===== src/rtl/hamming_scrub_ctrl_if.sv =====
// RAM-side port of the Hamming(7,4) scrubber: one shared address, read strobe
// with single-cycle read data, and a write strobe carrying the corrected codeword.
interface hamming_scrub_ctrl_if #(
    parameter int ADDR_W = 4
);
    logic [ADDR_W-1:0] mem_addr;
    logic              mem_rd_en;
    logic [6:0]        mem_rd_data;
    logic              mem_wr_en;
    logic [6:0]        mem_wr_data;

    modport master (
        output mem_addr,
        output mem_rd_en,
        output mem_wr_en,
        output mem_wr_data,
        input  mem_rd_data
    );

    modport slave (
        input  mem_addr,
        input  mem_rd_en,
        input  mem_wr_en,
        input  mem_wr_data,
        output mem_rd_data
    );
endinterface


===== src/rtl/hamming_scrub_ctrl.sv =====
// Walks a Hamming(7,4) codeword memory, rewrites single-bit-corrected words and
// keeps a saturating correction count plus the address/syndrome of the latest fix.
module hamming_scrub_ctrl #(
    parameter int ADDR_W = 4,
    parameter int CNT_W  = 8
) (
    input  logic                    clk,
    input  logic                    rst_n,
    input  logic                    i_start,
    input  logic                    i_abort,
    hamming_scrub_ctrl_if.master    mem,
    output logic                    o_busy,
    output logic                    o_done,
    output logic [CNT_W-1:0]        o_corr_count,
    output logic [ADDR_W-1:0]       o_last_err_addr,
    output logic [2:0]              o_last_syndrome
);

    typedef enum logic [2:0] {
        S_IDLE    = 3'd0,
        S_READ    = 3'd1,
        S_CAPTURE = 3'd2,
        S_CHECK   = 3'd3,
        S_WRITE   = 3'd4,
        S_ADV     = 3'd5,
        S_DONE    = 3'd6
    } state_t;

    localparam logic [ADDR_W-1:0] LAST_ADDR = '1;
    localparam logic [CNT_W-1:0]  CNT_MAX   = '1;

    state_t              r_state;
    state_t              w_next;
    logic [ADDR_W-1:0]   r_addr;
    logic [6:0]          r_word;
    logic [6:0]          r_wr_data;
    logic [CNT_W-1:0]    r_corr_count;
    logic [ADDR_W-1:0]   r_last_err_addr;
    logic [2:0]          r_last_syndrome;

    logic [2:0]          w_syndrome;
    logic                w_busy;
    logic                w_done;
    logic                w_rd_en;
    logic                w_wr_en;

    // Bit i of the codeword is Hamming position i+1; parity sits at bits 0, 1, 3.
    function automatic logic [2:0] f_syndrome(input logic [6:0] word);
        logic s1, s2, s3;
        s1 = word[0] ^ word[2] ^ word[4] ^ word[6];
        s2 = word[1] ^ word[2] ^ word[5] ^ word[6];
        s3 = word[3] ^ word[4] ^ word[5] ^ word[6];
        return {s3, s2, s1};
    endfunction

    function automatic logic [6:0] f_correct(input logic [6:0] word, input logic [2:0] syn);
        logic [6:0] flip;
        flip = '0;
        if (syn != 3'd0)
            flip[syn - 3'd1] = 1'b1;
        return word ^ flip;
    endfunction

    function automatic logic [CNT_W-1:0] f_sat_inc(input logic [CNT_W-1:0] cnt);
        return (cnt == CNT_MAX) ? cnt : cnt + CNT_W'(1);
    endfunction

    assign w_syndrome = f_syndrome(r_word);

    always_comb begin
        w_busy  = 1'b0;
        w_done  = 1'b0;
        w_rd_en = 1'b0;
        w_wr_en = 1'b0;
        case (r_state)
            S_READ:    begin w_busy = 1'b1; w_rd_en = 1'b1; end
            S_CAPTURE: w_busy = 1'b1;
            S_CHECK:   w_busy = 1'b1;
            S_WRITE:   begin w_busy = 1'b1; w_wr_en = 1'b1; end
            S_ADV:     w_busy = 1'b1;
            S_DONE:    w_done = 1'b1;
            default:   ;
        endcase
    end

    always_comb begin
        w_next = r_state;
        case (r_state)
            S_IDLE:    if (i_start) w_next = S_READ;
            S_READ:    w_next = S_CAPTURE;
            S_CAPTURE: w_next = S_CHECK;
            S_CHECK:   w_next = (w_syndrome != 3'd0) ? S_WRITE : S_ADV;
            S_WRITE:   w_next = S_ADV;
            S_ADV:     w_next = (r_addr == LAST_ADDR) ? S_DONE : S_READ;
            S_DONE:    w_next = S_IDLE;
            default:   w_next = S_IDLE;
        endcase
        // A write already on the bus in WRITE still lands; only the successor changes.
        if (w_busy && i_abort)
            w_next = S_IDLE;
    end

    always_ff @(posedge clk) begin
        if (!rst_n)
            r_state <= S_IDLE;
        else
            r_state <= w_next;
    end

    always_ff @(posedge clk) begin
        if (!rst_n) begin
            r_addr          <= '0;
            r_word          <= '0;
            r_wr_data       <= '0;
            r_corr_count    <= '0;
            r_last_err_addr <= '0;
            r_last_syndrome <= '0;
        end else begin
            case (r_state)
                S_IDLE: begin
                    if (i_start) begin
                        r_addr          <= '0;
                        r_corr_count    <= '0;
                        r_last_err_addr <= '0;
                        r_last_syndrome <= '0;
                    end
                end
                S_CAPTURE: r_word <= mem.mem_rd_data;
                S_CHECK: begin
                    if (w_syndrome != 3'd0) begin
                        r_corr_count    <= f_sat_inc(r_corr_count);
                        r_last_err_addr <= r_addr;
                        r_last_syndrome <= w_syndrome;
                        r_wr_data       <= f_correct(r_word, w_syndrome);
                    end
                end
                S_ADV: begin
                    if (w_next == S_READ)
                        r_addr <= r_addr + ADDR_W'(1);
                end
                default: ;
            endcase
        end
    end

    assign mem.mem_addr    = r_addr;
    assign mem.mem_rd_en   = w_rd_en;
    assign mem.mem_wr_en   = w_wr_en;
    assign mem.mem_wr_data = r_wr_data;

    assign o_busy          = w_busy;
    assign o_done          = w_done;
    assign o_corr_count    = r_corr_count;
    assign o_last_err_addr = r_last_err_addr;
    assign o_last_syndrome = r_last_syndrome;

endmodule


===== src/flat_wrapper.sv =====
// flat-port wrapper written by rule: the top's interface ports become plain ports
module hamming_scrub_ctrl_flat 
#(
    parameter int ADDR_W = 4,
    parameter int CNT_W  = 8
)
  (clk, rst_n, i_start, i_abort, o_busy, o_done, o_corr_count, o_last_err_addr, o_last_syndrome, mem_mem_addr, mem_mem_rd_en, mem_mem_wr_en, mem_mem_wr_data, mem_mem_rd_data);
  hamming_scrub_ctrl_if #(.ADDR_W(ADDR_W)) mem_i ();
  input  logic clk;
  input  logic rst_n;
  input  logic i_start;
  input  logic i_abort;
  output logic o_busy;
  output logic o_done;
  output logic [CNT_W-1:0] o_corr_count;
  output logic [ADDR_W-1:0] o_last_err_addr;
  output logic [2:0] o_last_syndrome;
  output wire logic [$bits(mem_i.mem_addr)-1:0] mem_mem_addr;
  output wire logic [$bits(mem_i.mem_rd_en)-1:0] mem_mem_rd_en;
  output wire logic [$bits(mem_i.mem_wr_en)-1:0] mem_mem_wr_en;
  output wire logic [$bits(mem_i.mem_wr_data)-1:0] mem_mem_wr_data;
  input wire logic [$bits(mem_i.mem_rd_data)-1:0] mem_mem_rd_data;
  assign mem_mem_addr = mem_i.mem_addr;
  assign mem_mem_rd_en = mem_i.mem_rd_en;
  assign mem_mem_wr_en = mem_i.mem_wr_en;
  assign mem_mem_wr_data = mem_i.mem_wr_data;
  assign mem_i.mem_rd_data = mem_mem_rd_data;
  hamming_scrub_ctrl #(.ADDR_W(ADDR_W), .CNT_W(CNT_W)) u_core (.clk(clk), .rst_n(rst_n), .i_start(i_start), .i_abort(i_abort), .mem(mem_i), .o_busy(o_busy), .o_done(o_done), .o_corr_count(o_corr_count), .o_last_err_addr(o_last_err_addr), .o_last_syndrome(o_last_syndrome));
endmodule

===== config.mk =====
export PLATFORM = sky130hd
export DESIGN_NAME = hamming_scrub_ctrl_flat
export DESIGN_NICKNAME = d
export VERILOG_FILES = /design/src/rtl/hamming_scrub_ctrl_if.sv /design/src/rtl/hamming_scrub_ctrl.sv /design/src/flat_wrapper.sv
export SDC_FILE = /design/constraint.sdc
export NUM_CORES = 1
export LEC_CHECK = 0
export BUFFER_PORTS_ARGS = -buffer_cell sky130_fd_sc_hd__buf_2
export CAP_MARGIN = 5
export CORE_UTILIZATION = 45
export CTS_CLUSTER_DIAMETER = 60
export DETAILED_ROUTE_END_ITERATION = 6
export PLACE_DENSITY = 0.77
export SLEW_MARGIN = 10
export SYNTH_ARGS = -nofsm -noshare
export SYNTH_HDL_FRONTEND = slang
export SYNTH_SLANG_ARGS = --single-unit

===== constraint.sdc =====
create_clock -name clk -period 7.1 [get_ports clk]
set_clock_uncertainty 0.1 [all_clocks]
set_input_delay 0 -clock clk [delete_from_list [all_inputs] [get_ports clk]]
set_output_delay 0 -clock clk [all_outputs]
set_load 0.02 [all_outputs]

==> impl_metrics.xml, run 1 <==
<?xml version="1.0" encoding="UTF-8"?>
<metrics>
  <group name="outcome">
    <metric name="run_status" unit="">finished, final reports clean</metric>
  </group>
  <group name="cells_and_area">
    <metric name="layout.cells.most_common" unit="">buf_2</metric>
    <metric name="postLayoutCoreUtil" unit="">0.577</metric>
    <metric name="layout-area-overhead-vs-synth" unit="%">19.1</metric>
    <metric name="mostFrequentLayoutCells" unit="">buf_2 (40), dfxtp_1 (36), nand2_1 (29), o21ai_0 (14)</metric>
    <metric name="drive_gt1_frac" unit="">0.205</metric>
    <metric name="nets" unit="">293</metric>
    <metric name="antennaDiodeCount" unit="">0</metric>
    <metric name="stdcell_count" unit="">328</metric>
    <metric name="filler_cell_count" unit="">395</metric>
  </group>
  <group name="placed_design">
    <metric name="port_buffers" unit="">40</metric>
    <metric name="hpwl_reported_at_the_end_of_detailed_placement" unit="um">3070</metric>
    <metric name="gp_congestion" unit="">0.790</metric>
    <metric name="dpl.cell_count" unit="">312</metric>
  </group>
  <group name="setup_path">
    <metric name="r2r_cells" unit="">8</metric>
    <metric name="timing.critical_path.from_type" unit="">flop</metric>
    <metric name="worstReg2RegEnd" unit="">u_core.mem.mem_wr_data[4]</metric>
    <metric name="critical_path_class" unit="">reg -&gt; reg</metric>
    <metric name="worstPathCellList" unit="">xnor3_1 &gt; xnor2_2 &gt; inv_2 &gt; ha_1 &gt; xor3_1 &gt; nand3_1 &gt; xor2_1 &gt; a21oi_1</metric>
    <metric name="required" unit="ns">7.22</metric>
    <metric name="crit_fanout" unit="">5</metric>
    <metric name="worstPathArrival" unit="ns">2.70</metric>
    <metric name="worstSetupEndpointType" unit="">flop</metric>
    <metric name="slowest_delay" unit="ns">0.49</metric>
    <metric name="register_to_register_setup_slack" unit="ns">4.53</metric>
    <metric name="crit-reg2reg-launch" unit="">u_core.r_word[0]</metric>
    <metric name="cp_slowest_cell" unit="">xor3_1</metric>
  </group>
  <group name="timing">
    <metric name="grt_setup_unrepaired" unit="">false</metric>
    <metric name="fmax" unit="MHz">389</metric>
    <metric name="final-max-slew-violation-count" unit="">0</metric>
    <metric name="hold_fails_final_rpt" unit="">0</metric>
    <metric name="setup_tns" unit="ns">0</metric>
    <metric name="slew-limit-headroom" unit="">0.545</metric>
    <metric name="timing_worst_slew_pin_value" unit="ns">0.677</metric>
    <metric name="final.period_utilization" unit="">0.362</metric>
    <metric name="report.final.setup_viol" unit="">0</metric>
    <metric name="time_the_final_worst_path_needs_with_i_o_delays_and_setup" unit="ns">2.57</metric>
  </group>
  <group name="global_route">
    <metric name="grt_max_degree" unit="">31</metric>
    <metric name="grt_overflow" unit="">0</metric>
    <metric name="grt_pass1_vias" unit="">1737</metric>
    <metric name="number_of_antenna_violations_at_the_first_check_in_global_routing" unit="">0</metric>
    <metric name="global_route_wire_length_before_repair" unit="um">7520</metric>
    <metric name="grtUsageTotal" unit="">0.215</metric>
  </group>
  <group name="power">
    <metric name="power.static_leakage" unit="nW">0.978</metric>
    <metric name="vdd_ir_drop_max" unit="uV">113</metric>
    <metric name="power-per-cell-area" unit="nW/um^2">171</metric>
  </group>
  <group name="die">
    <metric name="row_count" unit="">23</metric>
    <metric name="io_pins" unit="">41</metric>
    <metric name="die_height" unit="um">68.8</metric>
    <metric name="die_width" unit="um">68.8</metric>
    <metric name="core_area" unit="sq um">4140</metric>
    <metric name="die_outline_area" unit="sq um">4730</metric>
    <metric name="floorplan.initialDensity" unit="">0.485</metric>
  </group>
  <group name="logic_synthesis">
    <metric name="mappedNetlistNets" unit="">249</metric>
    <metric name="synth_sequential_area_ratio" unit="">0.359</metric>
    <metric name="multiplexer_area_fraction_after_synthesis" unit="">0</metric>
    <metric name="yosys_warnings" unit="">0</metric>
    <metric name="synth-compound-area-share" unit="">0.230</metric>
    <metric name="synth.avg_cell_area" unit="sq um">8.58</metric>
    <metric name="synth.cell_area" unit="sq um">2010</metric>
    <metric name="syn-instance-count" unit="">234</metric>
    <metric name="synth_ff_type" unit="">dfxtp_1</metric>
    <metric name="synth_xor_xnor_area_share" unit="">0.121</metric>
    <metric name="yosys.area_share.adder" unit="">0.0249</metric>
    <metric name="ys_types" unit="">52</metric>
    <metric name="yosys.area_share.simple" unit="">0.228</metric>
    <metric name="synth_enable_flop_cells" unit="">0</metric>
    <metric name="synthesis_stage_register_bit_count" unit="">36</metric>
    <metric name="synth_top_family_by_area" unit="">compound AO/OA/AOI/OAI gates</metric>
    <metric name="async_flop_share" unit="">0</metric>
  </group>
  <group name="clock_tree">
    <metric name="clk_lat_worst_skew" unit="ns">0.29</metric>
    <metric name="ctsRootBufferMaster" unit="">clkbuf_8</metric>
    <metric name="numCtsBuffers" unit="">5</metric>
    <metric name="htree_num_levels" unit="">2</metric>
    <metric name="numClockSinks" unit="">36</metric>
    <metric name="post_cts_hold_buffer_count" unit="">9</metric>
    <metric name="clock_tree.buffer_depth" unit="">2</metric>
    <metric name="clkSlewWorstSetupHoldPaths" unit="ns">0.07</metric>
    <metric name="clock_tree_from_tritoncts" unit="">yes</metric>
    <metric name="postCtsSetupRepairBufs" unit="">0</metric>
    <metric name="resized_cells_post_cts" unit="">0</metric>
  </group>
  <group name="route">
    <metric name="totalWireLength" unit="um">4410</metric>
    <metric name="via_count" unit="">1813</metric>
    <metric name="dr.first_iter.drc_count" unit="">118</metric>
    <metric name="postRouteAntennaNets" unit="">0</metric>
    <metric name="detail_route.wl_per_cell" unit="um">13.4</metric>
    <metric name="drt_pre_antenna_iters" unit="">4</metric>
    <metric name="avgViaCountPerCell" unit="">5.53</metric>
    <metric name="route.detailed.drc" unit="">0</metric>
  </group>
  <group name="flow_run">
    <metric name="cap_violations" unit="">0</metric>
  </group>
  <group name="min_path">
    <metric name="hold_end" unit="">u_core.r_state[0]</metric>
    <metric name="hold-path-cell-count" unit="">3</metric>
    <metric name="hold_path.class" unit="">in -&gt; reg</metric>
    <metric name="worst_hold_startpoint" unit="">rst_n</metric>
  </group>
</metrics>
[flip-flops by register name (all words and copies together), names as in the netlist]
name                    cells
u_core.mem.mem_wr_data      7
u_core.o_last_syndrome      3
u_core.r_word               7
u_core.o_corr_count         8
u_core.o_last_err_addr      4
u_core.mem.mem_addr         4
u_core.r_state              3
[metal layers]
| layer | wire length (um) | global-route usage | vias to the layer above |
|---|---|---|---|
| met5 | 0 | 0 | - |
| met4 | 40 | 0.0765 | 0 |
| met3 | 233 | 0.0609 | 4 |
| met2 | 2130 | 0.366 | 50 |
| met1 | 2010 | 0.258 | 827 |
| li1 | - | - | 932 |
[metrics by stage]
| stage | hold WS (ns) | area, sq um | setup slack [ns] | total power, mW |
|---|---|---|---|---|
| 5_1_grt | 0.0985 | 2390 | 4.38 | 0.430 |
| 6_report | 0.0619 | 2390 | 4.53 | 0.410 |
| 4_1_cts | 0.0729 | 2390 | 4.50 | 0.412 |
| 3_5_place_dp | 0.140 | 2220 | 4.53 | 0.272 |
| 3_3_place_gp | 0.133 | 2220 | 4.67 | 0.270 |
| 2_1_floorplan | -0.0239 | 2010 | 4.76 | 0.260 |
[cell usage after synthesis (all sizes together) (2+ instances only)]
cell | n | share of area
or3 | 2 | 0.0062
o21ai | 24 | 0.062
nor3 | 6 | 0.020
a21boi | 14 | 0.052
nor2 | 8 | 0.015
nand3 | 12 | 0.030
o211ai | 5 | 0.019
dfxtp | 36 | 0.36
nand2b | 2 | 0.0062
ha | 4 | 0.025
buf | 3 | 0.0069
inv | 7 | 0.013
nand2 | 29 | 0.054
a31o | 3 | 0.013
a21oi | 13 | 0.038
xor2 | 5 | 0.022
and2 | 2 | 0.0062
nand4 | 6 | 0.019
nor2b | 3 | 0.0093
or4b | 2 | 0.010
clkbuf | 9 | 0.017
xnor2 | 9 | 0.065
xnor3 | 2 | 0.022
a31oi | 4 | 0.012
and3 | 7 | 0.022
[logic make-up after synthesis]
group / count (synthesis)
AOI/OAI and AO/OA: 71
xor gates and xnor gates: 17
adders and majority gates: 4
buffers and inverters: 19
DFF: 36
and+or+nand+nor: 87
[critical path, delay by kind of cell (launching register included)]
family | cells | cell delay [ns]
adders and majority gates | 1 | 0.24
buffers and inverters | 1 | 0.12
AOI/OAI and AO/OA | 1 | 0.14
DFF | 1 | 0.37
and+or+nand+nor | 1 | 0.12
xor gates and xnor gates | 4 | 1.42
[worst max path at each step]
stage	start	to	slack, ns
floorplan	u_core.r_word[0]	u_core.mem.mem_wr_data[6]	4.76
global placement	u_core.r_word[0]	u_core.mem.mem_wr_data[0]	4.67
detailed placement	u_core.r_word[0]	u_core.mem.mem_wr_data[2]	4.53
CTS	u_core.r_word[0]	u_core.mem.mem_wr_data[0]	4.50
global route	u_core.r_word[0]	u_core.mem.mem_wr_data[5]	4.38
finish	u_core.r_word[0]	u_core.mem.mem_wr_data[4]	4.53
[power by group]
group          total [mW]  internal [mW]  switching [mW]  leakage, nW
combinational      0.0633         0.0284          0.0349        0.646
sequential          0.208          0.204         0.00409        0.290
clock               0.139         0.0667          0.0719       0.0410
[area by class of cell]
type / count / area, sq um / share of cell area
inverter: 7 / 26.3 / 0.0110
multi-input combinational: 179 / 1210 / 0.508
timing repair buffer: 49 / 290 / 0.121
tap: 50 / 62.6 / 0.0262
clock buffer: 6 / 72.6 / 0.0304
sequential: 36 / 721 / 0.301
clock inverter: 1 / 5.00 / 0.00209
No activity file was read; power rests on OpenSTA's default activity.
==> run 2, diff against run 1 <==
Settings changed: PLACE_DENSITY 0.77 to 0.79.
Clock period 7.1 ns to 2.1 ns, I/O delays scaled along.
==> impl_metrics.xml, run 2 (synthesis results as in run 1) <==
<?xml version="1.0" encoding="UTF-8"?>
<metrics>
  <group name="timing">
    <metric name="time_the_final_worst_path_needs_with_i_o_delays_and_setup" unit="ns">2.12</metric>
    <metric name="timing_worst_slew_pin_value" unit="ns">0.380</metric>
    <metric name="final-max-slew-violation-count" unit="">0</metric>
    <metric name="report.final.setup_viol" unit="">1</metric>
    <metric name="final.period_utilization" unit="">1.01</metric>
    <metric name="grt_setup_unrepaired" unit="">true</metric>
    <metric name="slew-limit-headroom" unit="">0.747</metric>
    <metric name="worst_slack" unit="ns">-0.0167</metric>
    <metric name="fmax" unit="MHz">472</metric>
    <metric name="hold_fails_final_rpt" unit="">0</metric>
  </group>
  <group name="route">
    <metric name="route.detailed.drc" unit="">0</metric>
    <metric name="totalWireLength" unit="um">4650</metric>
    <metric name="avgViaCountPerCell" unit="">5.52</metric>
    <metric name="postRouteAntennaNets" unit="">0</metric>
    <metric name="via_count" unit="">1920</metric>
    <metric name="detail_route.wl_per_cell" unit="um">13.4</metric>
    <metric name="dr.first_iter.drc_count" unit="">162</metric>
    <metric name="drt_pre_antenna_iters" unit="">5</metric>
  </group>
  <group name="cells_and_area">
    <metric name="multi_input_comb_area" unit="sq um">1260</metric>
    <metric name="postLayoutCoreUtil" unit="">0.626</metric>
    <metric name="final-seq-area" unit="sq um">723</metric>
    <metric name="layout-area-overhead-vs-synth" unit="%">29.2</metric>
    <metric name="layout.cells.most_common" unit="">buf_2</metric>
    <metric name="stdcell_count" unit="">348</metric>
    <metric name="antennaDiodeCount" unit="">0</metric>
    <metric name="nets" unit="">313</metric>
    <metric name="filler_cell_count" unit="">372</metric>
    <metric name="drive_gt1_frac" unit="">0.275</metric>
    <metric name="mostFrequentLayoutCells" unit="">buf_2 (40), dfxtp_1 (34), nand2_1 (29), buf_4 (19), o21ai_0 (14)</metric>
    <metric name="largest_register_ff_count" unit="">8</metric>
  </group>
  <group name="power">
    <metric name="part_of_the_total_power_dissipated_in_sequential_elements" unit="">0.489</metric>
    <metric name="comb_power_share" unit="">0.186</metric>
    <metric name="power.static_leakage" unit="nW">1.09</metric>
    <metric name="power-per-cell-area" unit="nW/um^2">550</metric>
    <metric name="netSwitchingFraction" unit="">0.272</metric>
    <metric name="vdd_ir_drop_max" unit="uV">414</metric>
    <metric name="clkPwrFrac" unit="">0.325</metric>
    <metric name="p_sw" unit="mW">0.388</metric>
    <metric name="cell_internal_pwr" unit="mW">1.04</metric>
  </group>
  <group name="placed_design">
    <metric name="pre_cts_slack" unit="ns">-0.0275</metric>
    <metric name="hpwl_reported_at_the_end_of_detailed_placement" unit="um">3280</metric>
    <metric name="gp_congestion" unit="">0.818</metric>
    <metric name="dpl.cell_count" unit="">330</metric>
    <metric name="port_buffers" unit="">40</metric>
  </group>
  <group name="die">
    <metric name="die_width" unit="um">68.8</metric>
    <metric name="die_height" unit="um">68.8</metric>
    <metric name="floorplan.initialDensity" unit="">0.485</metric>
    <metric name="row_count" unit="">23</metric>
    <metric name="io_pins" unit="">41</metric>
    <metric name="die_outline_area" unit="sq um">4730</metric>
    <metric name="core_area" unit="sq um">4140</metric>
  </group>
  <group name="min_path">
    <metric name="hold_path.class" unit="">reg -&gt; reg</metric>
  </group>
  <group name="clock_tree">
    <metric name="clk_lat_worst_skew" unit="ns">0.29</metric>
    <metric name="htree_num_levels" unit="">2</metric>
    <metric name="clock_tree.buffer_depth" unit="">2</metric>
    <metric name="numClockSinks" unit="">36</metric>
    <metric name="ctsRootBufferMaster" unit="">clkbuf_8</metric>
    <metric name="clkSlewWorstSetupHoldPaths" unit="ns">0.07</metric>
    <metric name="clock_tree_from_tritoncts" unit="">yes</metric>
    <metric name="numCtsBuffers" unit="">5</metric>
  </group>
  <group name="setup_path">
    <metric name="worstPathArrival" unit="ns">2.20</metric>
    <metric name="required" unit="ns">2.18</metric>
    <metric name="timing.critical_path.from_type" unit="">flop</metric>
    <metric name="crit_fanout" unit="">4</metric>
    <metric name="worstSetupEndpointType" unit="">flop</metric>
    <metric name="critical_path_class" unit="">reg -&gt; reg</metric>
  </group>
  <group name="outcome">
    <metric name="run_status" unit="">complete, but fails checks</metric>
    <metric name="failed_checks" unit="">negative setup slack</metric>
  </group>
  <group name="global_route">
    <metric name="grt_overflow" unit="">0</metric>
    <metric name="grtUsageTotal" unit="">0.225</metric>
    <metric name="global_route_wire_length_before_repair" unit="um">7930</metric>
    <metric name="number_of_antenna_violations_at_the_first_check_in_global_routing" unit="">0</metric>
    <metric name="grt_max_degree" unit="">21</metric>
    <metric name="grt_pass1_vias" unit="">1821</metric>
  </group>
  <group name="flow_run">
    <metric name="cap_violations" unit="">0</metric>
  </group>
</metrics>
run 2: changes by cell type in the layout (fill, tap and decap cells not counted):
cell / previous run / this run
nor3_2: 2 / 1
ha_1: 4 / 2
o21ai_4: 0 / 1
dfxtp_1: 36 / 34
xnor2_1: 5 / 4
dlygate4sd3_1: 9 / 10
ha_4: 0 / 2
dfxtp_2: 0 / 2
xnor2_2: 2 / 3
buf_4: 0 / 19
nor3_4: 0 / 1
xor3_1: 1 / 0
xor3_2: 0 / 1
o21ai_2: 1 / 0
run 2: path summary, 6_finish.rpt:
| kind | startpoint | to | slack [ns] | cells past startpoint |
|---|---|---|---|---|
| setup / recovery | u_core.r_word[4] | u_core.mem.mem_wr_data[2] | -0.02 | 8 |
| hold / removal | u_core.o_last_err_addr[3] | u_core.o_last_err_addr[3] | 0.37 | 2 |
| hold reg to reg | u_core.o_last_err_addr[3] | u_core.o_last_err_addr[3] | 0.37 | 2 |
| setup reg to reg | u_core.r_word[4] | u_core.mem.mem_wr_data[2] | -0.02 | 8 |
run 2: metal layers:
metal,up-vias,global-route usage,share of wire
li1,972,-,-
met1,872,0.272,0.44
met2,68,0.381,0.49
met3,8,0.0674,0.055
met4,0,0.0740,0.014
met5,-,0,0
run 2: worst max-delay path: stages, from the launching register on:
cell	delay (ns)
dfxtp_2	0.33
xnor3_1	0.43
xnor2_2	0.16
inv_2	0.12
ha_4	0.16
xor3_2	0.31
nor3_4	0.19
xnor2_1	0.13
a21oi_1	0.07
run 2: power by group through the flow:
stage	registers, mW	clock network, mW	logic [mW]
floorplan	0.713	0	0.172
global placement	0.713	0	0.230
detailed placement	0.714	0	0.237
CTS	0.698	0.479	0.253
global route	0.699	0.518	0.289
finish	0.698	0.464	0.265
run 2: area by class of cell:
type                            count  area share
Multi-Input combinational cell    179       0.486
Sequential cell                    36       0.279
Clock inverter                      1     0.00193
Tap cell                           50      0.0241
Timing Repair Buffer               69       0.171
Clock buffer                        6      0.0280
Inverter                            7      0.0101
run 2: timing repair:
item	4_1_cts	5_1_grt
buffers inserted	0	1
gates resized for setup	2	3
hold buffers	10	0
endpoints found under the hold margin	18	0
pin swaps	2	3
endpoints found under the setup margin	6	13
run 2: metrics by stage:
| step | hold WS, ns | cell area (sq um) | setup TNS [ns] | power (mW) |
|---|---|---|---|---|
| floorplan | -0.0239 | 2040 | -0.349 | 0.885 |
| CTS | 0.370 | 2570 | 0 | 1.43 |
| global route | 0.393 | 2590 | -0.413 | 1.51 |
| finish | 0.371 | 2590 | -0.0167 | 1.43 |
| detailed placement | 0.145 | 2380 | -0.0410 | 0.950 |
| global placement | 0.136 | 2380 | 0 | 0.944 |
==> run 3, diff against run 2 <==
Settings changed: CORE_MARGIN set to 2.
Clock period 2.1 ns to 1.94 ns, I/O delays scaled along.
==> impl_metrics.xml, run 3 (synthesis results as in run 1) <==
<?xml version="1.0" encoding="UTF-8"?>
<metrics>
  <group name="outcome">
    <metric name="run_status" unit="">complete, but fails checks</metric>
    <metric name="failed_checks" unit="">negative setup slack</metric>
  </group>
  <group name="cells_and_area">
    <metric name="largest_register_ff_count" unit="">8</metric>
    <metric name="layout.cells.most_common" unit="">buf_2</metric>
    <metric name="layout-area-overhead-vs-synth" unit="%">39.9</metric>
    <metric name="nets" unit="">325</metric>
    <metric name="stdcell_count" unit="">362</metric>
    <metric name="postLayoutCoreUtil" unit="">0.650</metric>
    <metric name="filler_cell_count" unit="">359</metric>
    <metric name="mostFrequentLayoutCells" unit="">buf_2 (40), dfxtp_1 (34), nand2_1 (29), buf_4 (26), o21ai_0 (13)</metric>
    <metric name="drive_gt1_frac" unit="">0.358</metric>
    <metric name="antennaDiodeCount" unit="">0</metric>
  </group>
  <group name="timing">
    <metric name="hold_slack" unit="ns">0.369</metric>
    <metric name="report.final.setup_viol" unit="">19</metric>
    <metric name="grt_setup_unrepaired" unit="">true</metric>
    <metric name="hold_fails_final_rpt" unit="">0</metric>
    <metric name="slew-limit-headroom" unit="">0.703</metric>
    <metric name="worst_slack" unit="ns">-0.186</metric>
    <metric name="time_the_final_worst_path_needs_with_i_o_delays_and_setup" unit="ns">2.13</metric>
    <metric name="timing_worst_slew_pin_value" unit="ns">0.446</metric>
    <metric name="final.period_utilization" unit="">1.10</metric>
    <metric name="fmax" unit="MHz">470</metric>
    <metric name="final-max-slew-violation-count" unit="">0</metric>
  </group>
  <group name="die">
    <metric name="io_pins" unit="">41</metric>
    <metric name="die_height" unit="um">70.8</metric>
    <metric name="die_width" unit="um">70.8</metric>
    <metric name="floorplan.initialDensity" unit="">0.464</metric>
    <metric name="row_count" unit="">24</metric>
    <metric name="die_outline_area" unit="sq um">5010</metric>
    <metric name="core_area" unit="sq um">4320</metric>
  </group>
  <group name="route">
    <metric name="postRouteAntennaNets" unit="">0</metric>
    <metric name="route.detailed.drc" unit="">0</metric>
    <metric name="dr.first_iter.drc_count" unit="">134</metric>
    <metric name="drt_pre_antenna_iters" unit="">4</metric>
    <metric name="avgViaCountPerCell" unit="">5.47</metric>
    <metric name="detail_route.wl_per_cell" unit="um">14.6</metric>
    <metric name="via_count" unit="">1979</metric>
    <metric name="totalWireLength" unit="um">5290</metric>
  </group>
  <group name="setup_path">
    <metric name="critical_path_class" unit="">reg -&gt; reg</metric>
    <metric name="required" unit="ns">2.06</metric>
    <metric name="worstPathArrival" unit="ns">2.24</metric>
    <metric name="worstPathCellList" unit="">xnor3_2 &gt; xnor2_2 &gt; inv_2 &gt; ha_4 &gt; xnor3_2 &gt; or3_1 &gt; a31oi_1</metric>
    <metric name="crit_path_frequent_cell" unit="">xnor3_2</metric>
    <metric name="register_to_register_setup_slack" unit="ns">-0.19</metric>
    <metric name="worstSetupEndpointType" unit="">flop</metric>
    <metric name="timing.critical_path.from_type" unit="">flop</metric>
    <metric name="cp_slowest_cell" unit="">xnor3_2</metric>
    <metric name="r2r_cells" unit="">7</metric>
    <metric name="worstReg2RegEnd" unit="">u_core.mem.mem_wr_data[6]</metric>
    <metric name="crit-reg2reg-launch" unit="">u_core.r_word[4]</metric>
    <metric name="cp_num_buf_inv" unit="">1</metric>
    <metric name="crit_family" unit="">XOR/XNOR gates</metric>
    <metric name="slowest_delay" unit="ns">0.45</metric>
    <metric name="crit_fanout" unit="">4</metric>
  </group>
  <group name="placed_design">
    <metric name="hpwl_reported_at_the_end_of_detailed_placement" unit="um">3690</metric>
    <metric name="port_buffers" unit="">40</metric>
    <metric name="dpl.cell_count" unit="">341</metric>
    <metric name="pre_cts_slack" unit="ns">-0.212</metric>
    <metric name="gp_congestion" unit="">0.824</metric>
  </group>
  <group name="global_route">
    <metric name="grtUsageTotal" unit="">0.207</metric>
    <metric name="global_route_wire_length_before_repair" unit="um">8280</metric>
    <metric name="grt_overflow" unit="">0</metric>
    <metric name="number_of_antenna_violations_at_the_first_check_in_global_routing" unit="">0</metric>
    <metric name="grt_max_degree" unit="">17</metric>
    <metric name="grt_pass1_vias" unit="">1776</metric>
  </group>
  <group name="power">
    <metric name="cell_internal_pwr" unit="mW">1.16</metric>
    <metric name="power.static_leakage" unit="nW">1.15</metric>
    <metric name="part_of_the_total_power_dissipated_in_sequential_elements" unit="">0.466</metric>
    <metric name="clkPwrFrac" unit="">0.315</metric>
    <metric name="netSwitchingFraction" unit="">0.285</metric>
    <metric name="p_sw" unit="mW">0.460</metric>
    <metric name="vdd_ir_drop_max" unit="uV">376</metric>
    <metric name="power" unit="mW">1.62</metric>
    <metric name="power-per-cell-area" unit="nW/um^2">575</metric>
    <metric name="comb_power_share" unit="">0.219</metric>
  </group>
  <group name="clock_tree">
    <metric name="clock_tree_from_tritoncts" unit="">yes</metric>
    <metric name="numCtsBuffers" unit="">5</metric>
    <metric name="clock_tree.buffer_depth" unit="">2</metric>
    <metric name="clk_lat_worst_skew" unit="ns">0.29</metric>
    <metric name="numClockSinks" unit="">36</metric>
    <metric name="htree_num_levels" unit="">2</metric>
    <metric name="ctsRootBufferMaster" unit="">clkbuf_8</metric>
    <metric name="clkSlewWorstSetupHoldPaths" unit="ns">0.07</metric>
  </group>
  <group name="min_path">
    <metric name="worst_hold_startpoint" unit="">u_core.o_last_err_addr[1]</metric>
    <metric name="hold_path.class" unit="">reg -&gt; reg</metric>
    <metric name="hold_end" unit="">u_core.o_last_err_addr[1]</metric>
    <metric name="hold-path-cell-count" unit="">2</metric>
  </group>
  <group name="flow_run">
    <metric name="cap_violations" unit="">0</metric>
  </group>
</metrics>
run 3: layout make-up:
class / instances / area, sq um / share of cell area
Clock buffer: 6 / 72.6 / 0.0258
Sequential cell: 36 / 723 / 0.257
Timing Repair Buffer: 80 / 541 / 0.192
Inverter: 7 / 28.8 / 0.0102
Tap cell: 52 / 65.1 / 0.0232
Clock inverter: 1 / 5.00 / 0.00178
Multi-Input combinational cell: 180 / 1380 / 0.489
run 3: worst max-delay path by stage:
stage	start	end	slack, ns	depth (start not counted)
after detailed placement	u_core.r_word[2]	u_core.mem.mem_wr_data[3]	-0.21	8
final	u_core.r_word[4]	u_core.mem.mem_wr_data[6]	-0.19	7
after floorplan	u_core.r_word[4]	u_core.mem.mem_wr_data[4]	-0.23	8
after CTS	u_core.r_word[4]	u_core.mem.mem_wr_data[3]	-0.17	8
after global routing	u_core.r_word[4]	u_core.mem.mem_wr_data[2]	-0.24	8
after global placement	u_core.r_word[2]	u_core.mem.mem_wr_data[4]	-0.10	8
run 3: layer usage:
layer,GRT usage,up-vias,share of wire
met1,0.264,932,0.44
met2,0.349,48,0.51
met5,0,-,0
met4,0.0755,0,0.013
li1,-,995,-
met3,0.0413,4,0.043
run 3: worst reg2reg max path, stage by stage (launching register included):
cell and delay (ns):
dfxtp_2 0.34, xnor3_2 0.45, xnor2_2 0.16, inv_2 0.11, ha_4 0.15, xnor3_2 0.29, or3_1 0.32, a31oi_1 0.12
run 3: timing repair:
action / in CTS / in global routing
gates resized for setup: 11 / 14
setup endpoints to repair: 22 / 23
hold endpoints to repair: 13 / 0
buffers inserted: 1 / 2
cloned: 0 / 1
hold buffers: 10 / 0
pin swaps: 9 / 11
run 3: metrics by stage:
step | area, sq um | TNS (ns)
CTS | 2720 | -1.21
global placement | 2490 | -0.700
global route | 2810 | -2.93
finish | 2810 | -1.39
detailed placement | 2490 | -2.38
floorplan | 2080 | -2.50
run 3: power by group through the flow:
stage               registers (mW)  logic (mW)  clock network (mW)
CTS                          0.753       0.319               0.520
finish                       0.753       0.353               0.509
floorplan                    0.772       0.196                   0
global route                 0.754       0.381               0.541
global placement             0.769       0.270                   0
detailed placement           0.770       0.280                   0
